`src/rtl/mem_lsu_pkg.sv`:
```
// Shared definitions for the MEM-stage load/store unit: memop codes, FSM states,
// writeback constants and small memop classification helpers.
package mem_lsu_pkg;

    localparam logic [3:0] MEMOP_NONE = 4'd0;
    localparam logic [3:0] MEMOP_LB   = 4'd1;
    localparam logic [3:0] MEMOP_LBU  = 4'd2;
    localparam logic [3:0] MEMOP_LH   = 4'd3;
    localparam logic [3:0] MEMOP_LHU  = 4'd4;
    localparam logic [3:0] MEMOP_LW   = 4'd5;
    localparam logic [3:0] MEMOP_SB   = 4'd6;
    localparam logic [3:0] MEMOP_SH   = 4'd7;
    localparam logic [3:0] MEMOP_SW   = 4'd8;

    localparam logic        RstEnable    = 1'b1;
    localparam logic        WriteDisable = 1'b0;
    localparam logic [31:0] ZeroWord     = 32'h0000_0000;
    localparam logic [4:0]  NOPRegAddr   = 5'b00000;

    typedef enum logic [2:0] {
        S_IDLE  = 3'd0,
        S_REQ   = 3'd1,
        S_RESP  = 3'd2,
        S_DRAIN = 3'd3,
        S_DONE  = 3'd4
    } state_e;

    function automatic logic is_load(input logic [3:0] op);
        return (op >= MEMOP_LB) && (op <= MEMOP_LW);
    endfunction

    function automatic logic is_store(input logic [3:0] op);
        return (op >= MEMOP_SB) && (op <= MEMOP_SW);
    endfunction

    function automatic logic is_mem(input logic [3:0] op);
        return is_load(op) || is_store(op);
    endfunction

    function automatic logic is_half(input logic [3:0] op);
        return (op == MEMOP_LH) || (op == MEMOP_LHU) || (op == MEMOP_SH);
    endfunction

    function automatic logic is_word(input logic [3:0] op);
        return (op == MEMOP_LW) || (op == MEMOP_SW);
    endfunction

endpackage

```
`src/rtl/mem_lane_align.sv`:
```
// Byte-lane alignment: store byte enables and lane-replicated data, plus load
// lane extraction with sign/zero extension. Loads also report the lanes they read.
module mem_lane_align
    import mem_lsu_pkg::*;
#(
    parameter int DATA_W = 32,
    parameter int NB     = DATA_W / 8,
    parameter int OFF_W  = $clog2(NB)
)(
    input  logic [3:0]        memop,
    input  logic [OFF_W-1:0]  offset,
    input  logic [DATA_W-1:0] store_data,
    input  logic [DATA_W-1:0] rdata,
    output logic [NB-1:0]     be,
    output logic [DATA_W-1:0] wdata,
    output logic [DATA_W-1:0] load_data
);
    logic [DATA_W-1:0] shifted;

    always_comb begin
        shifted   = rdata >> {offset, 3'b000};
        be        = '0;
        wdata     = '0;
        load_data = '0;
        case (memop)
            MEMOP_SB: begin
                be    = NB'(1) << offset;
                wdata = {NB{store_data[7:0]}};
            end
            MEMOP_SH: begin
                be    = NB'(2'b11) << offset;
                wdata = {(NB/2){store_data[15:0]}};
            end
            MEMOP_SW: begin
                be    = NB'(4'hF) << offset;
                wdata = {(NB/4){store_data[31:0]}};
            end
            MEMOP_LB: begin
                be        = NB'(1) << offset;
                load_data = DATA_W'($signed(shifted[7:0]));
            end
            MEMOP_LBU: begin
                be        = NB'(1) << offset;
                load_data = DATA_W'(shifted[7:0]);
            end
            MEMOP_LH: begin
                be        = NB'(2'b11) << offset;
                load_data = DATA_W'($signed(shifted[15:0]));
            end
            MEMOP_LHU: begin
                be        = NB'(2'b11) << offset;
                load_data = DATA_W'(shifted[15:0]);
            end
            MEMOP_LW: begin
                be        = NB'(4'hF) << offset;
                load_data = DATA_W'($signed(shifted[31:0]));
            end
            default: ;
        endcase
    end
endmodule

```
`src/rtl/mem_lsu.sv`:
```
// MIPS MEM stage with a req/gnt/rvalid load/store unit and writeback pass-through.
// Build macro MEM_MISALIGN_TRAP_EN: trap misaligned half/word accesses (adds misalign_o).
module mem_lsu
    import mem_lsu_pkg::*;
#(
    parameter int DATA_W     = 32,
    parameter int ADDR_W     = 32,
    parameter int REG_ADDR_W = 5,
    parameter int MAX_WAIT   = 255
)(
    input  logic                  clk,
    input  logic                  rst,
    input  logic                  valid_i,
    input  logic [3:0]            memop_i,
    input  logic [ADDR_W-1:0]     mem_addr_i,
    input  logic [DATA_W-1:0]     store_data_i,
    input  logic                  flush_i,
    input  logic                  wreg_i,
    input  logic [REG_ADDR_W-1:0] wd_i,
    input  logic [DATA_W-1:0]     wdata_i,
    input  logic                  whilo_i,
    input  logic [DATA_W-1:0]     hi_i,
    input  logic [DATA_W-1:0]     lo_i,
    output logic                  dbus_req_o,
    output logic                  dbus_we_o,
    output logic [ADDR_W-1:0]     dbus_addr_o,
    output logic [DATA_W/8-1:0]   dbus_be_o,
    output logic [DATA_W-1:0]     dbus_wdata_o,
    input  logic                  dbus_gnt_i,
    input  logic                  dbus_rvalid_i,
    input  logic [DATA_W-1:0]     dbus_rdata_i,
    output logic                  wreg_o,
    output logic [REG_ADDR_W-1:0] wd_o,
    output logic [DATA_W-1:0]     wdata_o,
    output logic                  whilo_o,
    output logic [DATA_W-1:0]     hi_o,
    output logic [DATA_W-1:0]     lo_o,
    output logic                  stall_req_o,
    output logic                  bus_err_o
`ifdef MEM_MISALIGN_TRAP_EN
   ,output logic                  misalign_o
`endif
);
    localparam int NB    = DATA_W / 8;
    localparam int OFF_W = $clog2(NB);
    localparam int WD_W  = $clog2(MAX_WAIT + 1);

    state_e                state, nxt;
    logic [3:0]            op_q;
    logic [ADDR_W-1:0]     addr_q;
    logic [DATA_W-1:0]     sdata_q, wdata_q, hi_q, lo_q, load_q;
    logic [REG_ADDR_W-1:0] wd_q;
    logic                  wreg_q, whilo_q, kill_q, err_q, mis_q;
    logic [WD_W-1:0]       wdog_q;
    logic                  take, expire, mis_in, timeout;
    logic [OFF_W-1:0]      off_in;
    logic [NB-1:0]         be_a;
    logic [DATA_W-1:0]     wdata_a, load_a;

    // Halfword/word offsets are forced to their natural alignment.
    always_comb begin
        off_in = mem_addr_i[OFF_W-1:0];
        if (is_half(memop_i)) off_in[0] = 1'b0;
        if (is_word(memop_i)) off_in[1:0] = 2'b00;
    end

`ifdef MEM_MISALIGN_TRAP_EN
    assign mis_in     = (is_half(memop_i) && mem_addr_i[0]) ||
                        (is_word(memop_i) && (mem_addr_i[1:0] != 2'b00));
    assign misalign_o = (rst != RstEnable) && (state == S_DONE) && mis_q;
`else
    assign mis_in = 1'b0;
`endif

    assign timeout = (wdog_q == WD_W'(MAX_WAIT - 1));

    mem_lane_align #(.DATA_W(DATA_W)) u_align (
        .memop      (op_q),
        .offset     (addr_q[OFF_W-1:0]),
        .store_data (sdata_q),
        .rdata      (dbus_rdata_i),
        .be         (be_a),
        .wdata      (wdata_a),
        .load_data  (load_a)
    );

    assign dbus_we_o    = dbus_req_o && is_store(op_q);
    assign dbus_addr_o  = dbus_req_o ? {addr_q[ADDR_W-1:OFF_W], {OFF_W{1'b0}}} : '0;
    assign dbus_be_o    = dbus_req_o ? be_a : '0;
    assign dbus_wdata_o = dbus_req_o ? wdata_a : '0;

    always_comb begin
        nxt         = state;
        take        = 1'b0;
        expire      = 1'b0;
        stall_req_o = 1'b0;
        dbus_req_o  = 1'b0;
        bus_err_o   = 1'b0;
        wreg_o      = WriteDisable;
        wd_o        = '0;
        wdata_o     = '0;
        whilo_o     = WriteDisable;
        hi_o        = '0;
        lo_o        = '0;
        if (rst != RstEnable) begin
            case (state)
                S_IDLE: begin
                    if (valid_i && is_mem(memop_i) && !flush_i) begin
                        take        = 1'b1;
                        stall_req_o = 1'b1;
                        nxt         = mis_in ? S_DONE : S_REQ;
                    end else begin
                        wreg_o  = wreg_i && !flush_i;
                        wd_o    = wd_i;
                        wdata_o = wdata_i;
                        whilo_o = whilo_i && !flush_i;
                        hi_o    = hi_i;
                        lo_o    = lo_i;
                    end
                end
                S_REQ: begin
                    stall_req_o = 1'b1;
                    dbus_req_o  = 1'b1;
                    if (dbus_gnt_i) begin
                        nxt = is_store(op_q) ? S_DONE : (flush_i ? S_DRAIN : S_RESP);
                    end else if (flush_i) begin
                        nxt = S_IDLE;
                    end else if (timeout) begin
                        nxt    = S_DONE;
                        expire = 1'b1;
                    end
                end
                S_RESP: begin
                    stall_req_o = 1'b1;
                    if (flush_i) begin
                        nxt = dbus_rvalid_i ? S_IDLE : S_DRAIN;
                    end else if (dbus_rvalid_i) begin
                        nxt = S_DONE;
                    end else if (timeout) begin
                        nxt    = S_DONE;
                        expire = 1'b1;
                    end
                end
                // Swallow the outstanding read; the watchdog bounds a bus that never answers.
                S_DRAIN: begin
                    stall_req_o = 1'b1;
                    if (dbus_rvalid_i || timeout) nxt = S_IDLE;
                end
                S_DONE: begin
                    nxt       = S_IDLE;
                    bus_err_o = err_q;
                    wreg_o    = wreg_q && !is_store(op_q) && !err_q && !mis_q && !kill_q && !flush_i;
                    wd_o      = wd_q;
                    wdata_o   = is_load(op_q) ? load_q : wdata_q;
                    whilo_o   = whilo_q && !kill_q && !flush_i;
                    hi_o      = hi_q;
                    lo_o      = lo_q;
                end
                default: nxt = S_IDLE;
            endcase
        end
    end

    always_ff @(posedge clk) begin
        if (rst == RstEnable) begin
            state   <= S_IDLE;
            op_q    <= MEMOP_NONE;
            addr_q  <= '0;
            sdata_q <= '0;
            wreg_q  <= 1'b0;
            wd_q    <= '0;
            wdata_q <= '0;
            whilo_q <= 1'b0;
            hi_q    <= '0;
            lo_q    <= '0;
            load_q  <= '0;
            kill_q  <= 1'b0;
            err_q   <= 1'b0;
            mis_q   <= 1'b0;
            wdog_q  <= '0;
        end else begin
            state <= nxt;
            if (take) begin
                op_q    <= memop_i;
                addr_q  <= {mem_addr_i[ADDR_W-1:OFF_W], off_in};
                sdata_q <= store_data_i;
                wreg_q  <= wreg_i;
                wd_q    <= wd_i;
                wdata_q <= wdata_i;
                whilo_q <= whilo_i;
                hi_q    <= hi_i;
                lo_q    <= lo_i;
                load_q  <= '0;
                kill_q  <= 1'b0;
                err_q   <= 1'b0;
                mis_q   <= mis_in;
                wdog_q  <= '0;
            end else if ((state == S_REQ) || (state == S_RESP) || (state == S_DRAIN)) begin
                wdog_q <= wdog_q + WD_W'(1);
            end
            // A flush that races the grant still lets a store complete, but without writeback.
            if ((state == S_REQ) && flush_i) kill_q <= 1'b1;
            if (expire) err_q <= 1'b1;
            if ((state == S_RESP) && dbus_rvalid_i && !flush_i) load_q <= load_a;
        end
    end
endmodule

```
`config.mk`:
```
export PLATFORM = sky130hd
export DESIGN_NAME = mem_lsu
export DESIGN_NICKNAME = d
export VERILOG_FILES = /design/src/rtl/mem_lsu_pkg.sv /design/src/rtl/mem_lane_align.sv /design/src/rtl/mem_lsu.sv
export SDC_FILE = /design/constraint.sdc
export NUM_CORES = 1
export LEC_CHECK = 0
export CORE_MARGIN = 4
export CORE_UTILIZATION = 41
export CTS_BUF_LIST = sky130_fd_sc_hd__clkbuf_8 sky130_fd_sc_hd__clkbuf_16
export CTS_CLUSTER_SIZE = 16
export DETAILED_ROUTE_END_ITERATION = 10
export PLACE_DENSITY_LB_ADDON = 0.2
export RECOVER_POWER = 50
export SYNTH_ARGS = -nofsm -noshare
export SYNTH_HDL_FRONTEND = slang
export SYNTH_HIERARCHICAL = 1
export SYNTH_SLANG_ARGS = --single-unit
```
`constraint.sdc`:
```
create_clock -name clk -period 2.2 [get_ports clk]
set_clock_uncertainty 0.2 [all_clocks]
set_input_delay 0.44 -clock clk [delete_from_list [all_inputs] [get_ports clk]]
set_output_delay 0.44 -clock clk [all_outputs]
set_load 0.05 [all_outputs]
```
* Yosys cells after proc, flatten, opt, wreduce, memory -nomap -nowiden *
Cells that the tools add are included.

word-level totals
  memories = 0
  logic and storage cells = 145
  bits in read-only memories = 0
  memory bits (writable) = 0
  register bits = 216
  output and inout bits = 175
  bits in latches = 0

operators by class
  multiply operators = 0
  add/sub/neg operators = 1
  div/mod/pow operators = 0
  multiplexer cells = 59
  bitwise gates (word level) = 0
  equality and inequality tests = 20
  $lt $le $gt $ge = 8
  reduce and logical (&&, ||, !) cells = 39
  shift operators = 4

operators with widths
  kind                                                  count
  two-way mux 32 bit                                    11
  one-hot mux 32 bit (2 select lines)                   3
  one-hot mux 32 bit (5 select lines)                   1
  one-hot mux 32 bit (3 select lines)                   1
  right shift 32 x 5 -> 32 bit                          1
  equality test 4 x 3 -> 1 bit (second input constant)  7
  two-way mux 3 bit                                     8
  two-way mux 1 bit                                     23
  logical AND 1 bit                                     18
  equality test 4 x 2 -> 1 bit (second input constant)  3
  one-hot mux 3 bit (4 select lines)                    1
  one-hot mux 4 bit (3 select lines)                    1
  two-way mux 5 bit                                     2
  one-hot mux 5 bit (2 select lines)                    1
  OR reduction 3 bit                                    3
  adder 8 x 1 -> 8 bit (second input constant)          1
  equality test 4 bit (second input constant)           2
  equality test 8 bit (second input constant)           1
  >= comparator 4 x 1 -> 1 bit (second input constant)  2
  >= comparator 4 x 3 -> 1 bit (second input constant)  2
  <= comparator 4 x 3 -> 1 bit (second input constant)  2
  <= comparator 4 bit (second input constant)           2
  one-hot mux 1 bit (2 select lines)                    4
  logical OR 1 bit                                      7
  other kinds (15)                                      24

* Longest topological paths before layout *
  depth after elaboration = 10
  depth in mapped cells = 8
  mapped depth without buffers = 5

* By module *
Netlist, hierarchy kept.

modules (own cells, without submodules)
  module          instances  cells each  area each (um2)
  mem_lsu         1          799         8893.5
  mem_lane_align  1          188         1386.3

* Least setup slack after synthesis *
Ideal clock, no wire load.

  path kind = input to output
  from = in rst
  to = out dbus_wdata_o[22]
  setup slack = -0.558 ns
  path buffers = 2
  required time = 1.560 ns
  stages on the path = 5
  arrival time = 2.118 ns
  path through = nor2_1 and3_1 clkbuf_1 clkbuf_1 and2_1

on the way
  word-level cells in the longest chain between the ends = 2

ends and longest elaborated chain
  element             line            text
  start: declaration  mem_lsu.sv:12   input logic rst,
  two-way mux 1 bit   mem_lsu.sv:105  if (rst != RstEnable) begin
  via dbus_req_o      mem_lsu.sv:24   output logic dbus_req_o,
  two-way mux 32 bit  mem_lsu.sv:90   assign dbus_wdata_o = dbus_req_o ? wdata_a : '0;
  end: declaration    mem_lsu.sv:28   output logic [DATA_W-1:0] dbus_wdata_o,

The timed path passes the listed nets, and every way through them passes these cells.

* Worst setup path in the final report *
  from = reg op_q[2]
  to = out dbus_wdata_o[15]

on the way
  word-level cells in the longest chain between the ends = 3
  elaborated cells between the ends (all ways) = 5

ends and longest elaborated chain
  element                                                                     line                  text
  start: declaration                                                          mem_lsu.sv:49         logic [3:0] op_q;
  start signal: assignment                                                    mem_lsu.sv:184        op_q <= memop_i;
  equality test 4 bit / equality test 4 x 3 -> 1 bit (equally long branches)  mem_lane_align.sv:25  case (memop)
  one-hot mux 32 bit (3 select lines) *                                       mem_lane_align.sv:25
  via wdata_a[15]                                                             mem_lsu.sv:58         logic [DATA_W-1:0] wdata_a, load_a;
  two-way mux 32 bit *                                                        mem_lsu.sv:90

The timed path passes the listed nets; every way through them passes the cells marked *.

==> reports/qor.yml <==
status: "finished with violations"
violations: "setup timing"
grt_overflow: 0
relSlewSlack: 0.6099
sequentialPowerShare: 0.342
ys_seq_area_frac: 0.4206
ant_nets: 0
arrival_ns: 2.10
startpoint: "op_q[2]"
ys_seq_elements: 216
worst_pin_slew_ns: 0.5852
wl_per_cell_microns: 26.27
required_ns: 1.56
leakagePower_nw: 8.203
worst_setup_path_end_kind: "primary output"
cts_made_buffers: 24
dieHeight_microns: 166.3
seq_area_sq_mm: 0.004345
drive_above_1_share: 0.4372
cap_violations: 0
synth_top_cells_by_area: "dfxtp_1 42%, a22o_1 24%, mux2i_1 5.4%"
r2r-start: "state[1]"
period_share: 1.247
cts_hold_buf: 0
vdd_drop_max_mv: 0.5900
hold_path_class: "in2reg"
clkLatencyLatePin_ns: 0.51
yosys.area.top_type: "dfxtp_1"
setup_viol: 173
synth_cell_type_count: 65
ios: 384
vias: 10820
finish.utilization: 0.8457
yosysMostFrequentCell: "a22o_1"
path_max_fanout: 8
netlist_instances: 987
p_int_mw: 8.648
drv_slew: 0
criticalPathCategory: "reg2out"
start_util: 0.4202
grt_pass1_vias: 11183
grt_pass1_wl_mm: 69.08
startpoint_type: "flip-flop"
hold-path-cell-count: 3
p_sw_mw: 3.637
max-clock-path-buffers: 3
power.share.clock: 0.335
area_growth_pct: 101.3
antenna_found_initial: 6
cts_tree: "yes"
dieArea_sq_mm: 0.02767
whs_ns: 0.09622
min_period_ns: 2.744
cts_root_buf: "clkbuf_16"
syn_avg_cell_area_sq_um: 10.42
synth_edf_count: 0
drt_iter0_drc: 843
grt.total_usage: 0.3082
dp_hpwl_mm: 27.26
fill_cells: 1167
switching_share: 0.2961
nets: 1662
firstDrtPassIters: 7
clk_pin_slew_ns: 0.05
power_density_mw_per_mm2: 593.8
io_buffers: 381
cts.sinks: 216
die_w_microns: 166.3
multi_input_area_sq_mm: 0.007323
drc: 0
place_congestion: 0.8228
placed_cell_area_sq_mm: 0.01741
htreeDepth: 1
comb_power_share: 0.323
setup_slack_ns: -0.5436
synth_common_cells: "286 x a22o_1, 216 x dfxtp_1, 77 x and2_1, 55 x mux2i_1, 46 x buf_2"
synthDominantCellAreaShare: 0.4206
vias_per_cell: 6.038
wirelength_mm: 47.08
fmax_mhz: 364.5
core_area_sq_mm: 0.02446
hold_violations: 0
num_rows: 57
rr_worst_depth: 9
async_flop_share: 0
synth_warnings: 6
fin_area_sq_mm: 0.02069
grt_max_degree: 73
yosys_most_used_dff: "dfxtp_1"
rsz0062_at_grt: "yes"
netlist_area_sq_mm: 0.01028
hold_start: "memop_i[2]"
[power by group through the flow]
stage	clock network [mW]	registers, mW	logic, mW
2_1_floorplan	0	4.21	1.67
3_3_place_gp	0	4.24	3.13
3_5_place_dp	0	4.24	3.16
4_1_cts	4.12	4.18	3.79
5_1_grt	4.34	4.21	4.09
6_report	4.12	4.20	3.97
[kinds of logic (layout without fill, tap and decap cells)]
kind of cell | Yosys count | count (layout) | share of synthesized area
and+or+nand+nor | 180 | 180 | 0.1086
buffers and inverters | 112 | 586 | 0.06293
AOI/OAI and AO/OA | 409 | 411 | 0.3393
DFF | 216 | 216 | 0.4206
xor gates and xnor gates | 8 | 8 | 0.006816
other | 1 | 6 | 0.0003648
muxes | 58 | 58 | 0.05794
adders and majority gates | 3 | 3 | 0.003408
[worst max-delay path: stages (launching register included)]
cell,delay [ns]
dfxtp_4,0.37
buf_4,0.16
nor4b_4,0.29
buf_4,0.19
a21o_4,0.15
a22o_1,0.15
and2_4,0.16
buf_12,0.13
[what timing repair did]
item | 4_1_cts | 5_1_grt
setup endpoints to repair | 210 | 207
buffers inserted | 45 | 26
pin swaps | 83 | 59
gates resized for setup | 247 | 91
cloned | 25 | 10
hold endpoints to repair | 0 | 0
[worst paths after layout]
kind                            to  slack [ns]
hold reg to reg         addr_q[25]        0.28
setup / recovery  dbus_wdata_o[15]       -0.54
hold / removal             op_q[2]         0.1
setup reg to reg       wdata_q[15]        0.01
[placed cells by master (no fill, tap or decap), drive strengths merged, types with 6 or more instances in the layout]
cell	count
clkbuf	37
nand3	14
a211oi	15
clkdlybuf4s50	201
a22o	289
a21oi	9
nor2	19
and2	77
xor2	7
dfxtp	216
nor2b	14
o21ai	18
a2bb2oi	8
o2bb2ai	32
and3	6
buf	331
o211ai	11
nand2	15
inv	7
mux2i	55
o221ai	7
[routing by layer]
layer / GRT usage / part of all wire / vias up
met5: 0 / 0.00045 / -
met4: 0.09712 / 0.043 / 4
met3: 0.05642 / 0.065 / 132
met2: 0.5625 / 0.51 / 528
met1: 0.3670 / 0.38 / 5366
li1: - / - / 4790
[cell type report]
cell class | instances | area share
Timing Repair Buffer | 544 | 0.3767
Sequential cell | 216 | 0.2100
Clock buffer | 28 | 0.03223
Multi-Input combinational cell | 662 | 0.3540
Inverter | 3 | 0.0007862
Antenna cell | 4 | 0.0004838
Clock inverter | 11 | 0.006169
Tap cell | 324 | 0.01959
[registers in the layout (all words and copies together), names as in the netlist]
signal and cells:
addr_q 32, lo_q 32, kill_q 1, sdata_q 32, op_q 4, state 3, whilo_q 1, load_q 32
hi_q 32, wd_q 5, wdata_q 32, err_q 1, wreg_q 1, wdog_q 8
[through the flow]
step | power, mW | instances | setup TNS, ns | worst slack, ns
6_report | 12.29 | 1792 | -74.08 | -0.5436
5_1_grt | 12.64 | 1791 | -83.56 | -0.5904
4_1_cts | 12.09 | 1771 | -71.77 | -0.5461
3_5_place_dp | 7.403 | 1668 | -211.47 | -0.8244
3_3_place_gp | 7.363 | 1668 | -203.44 | -0.7975
2_1_floorplan | 5.881 | 988 | -12.83 | -0.1626
(Power assumes the default switching activity.)
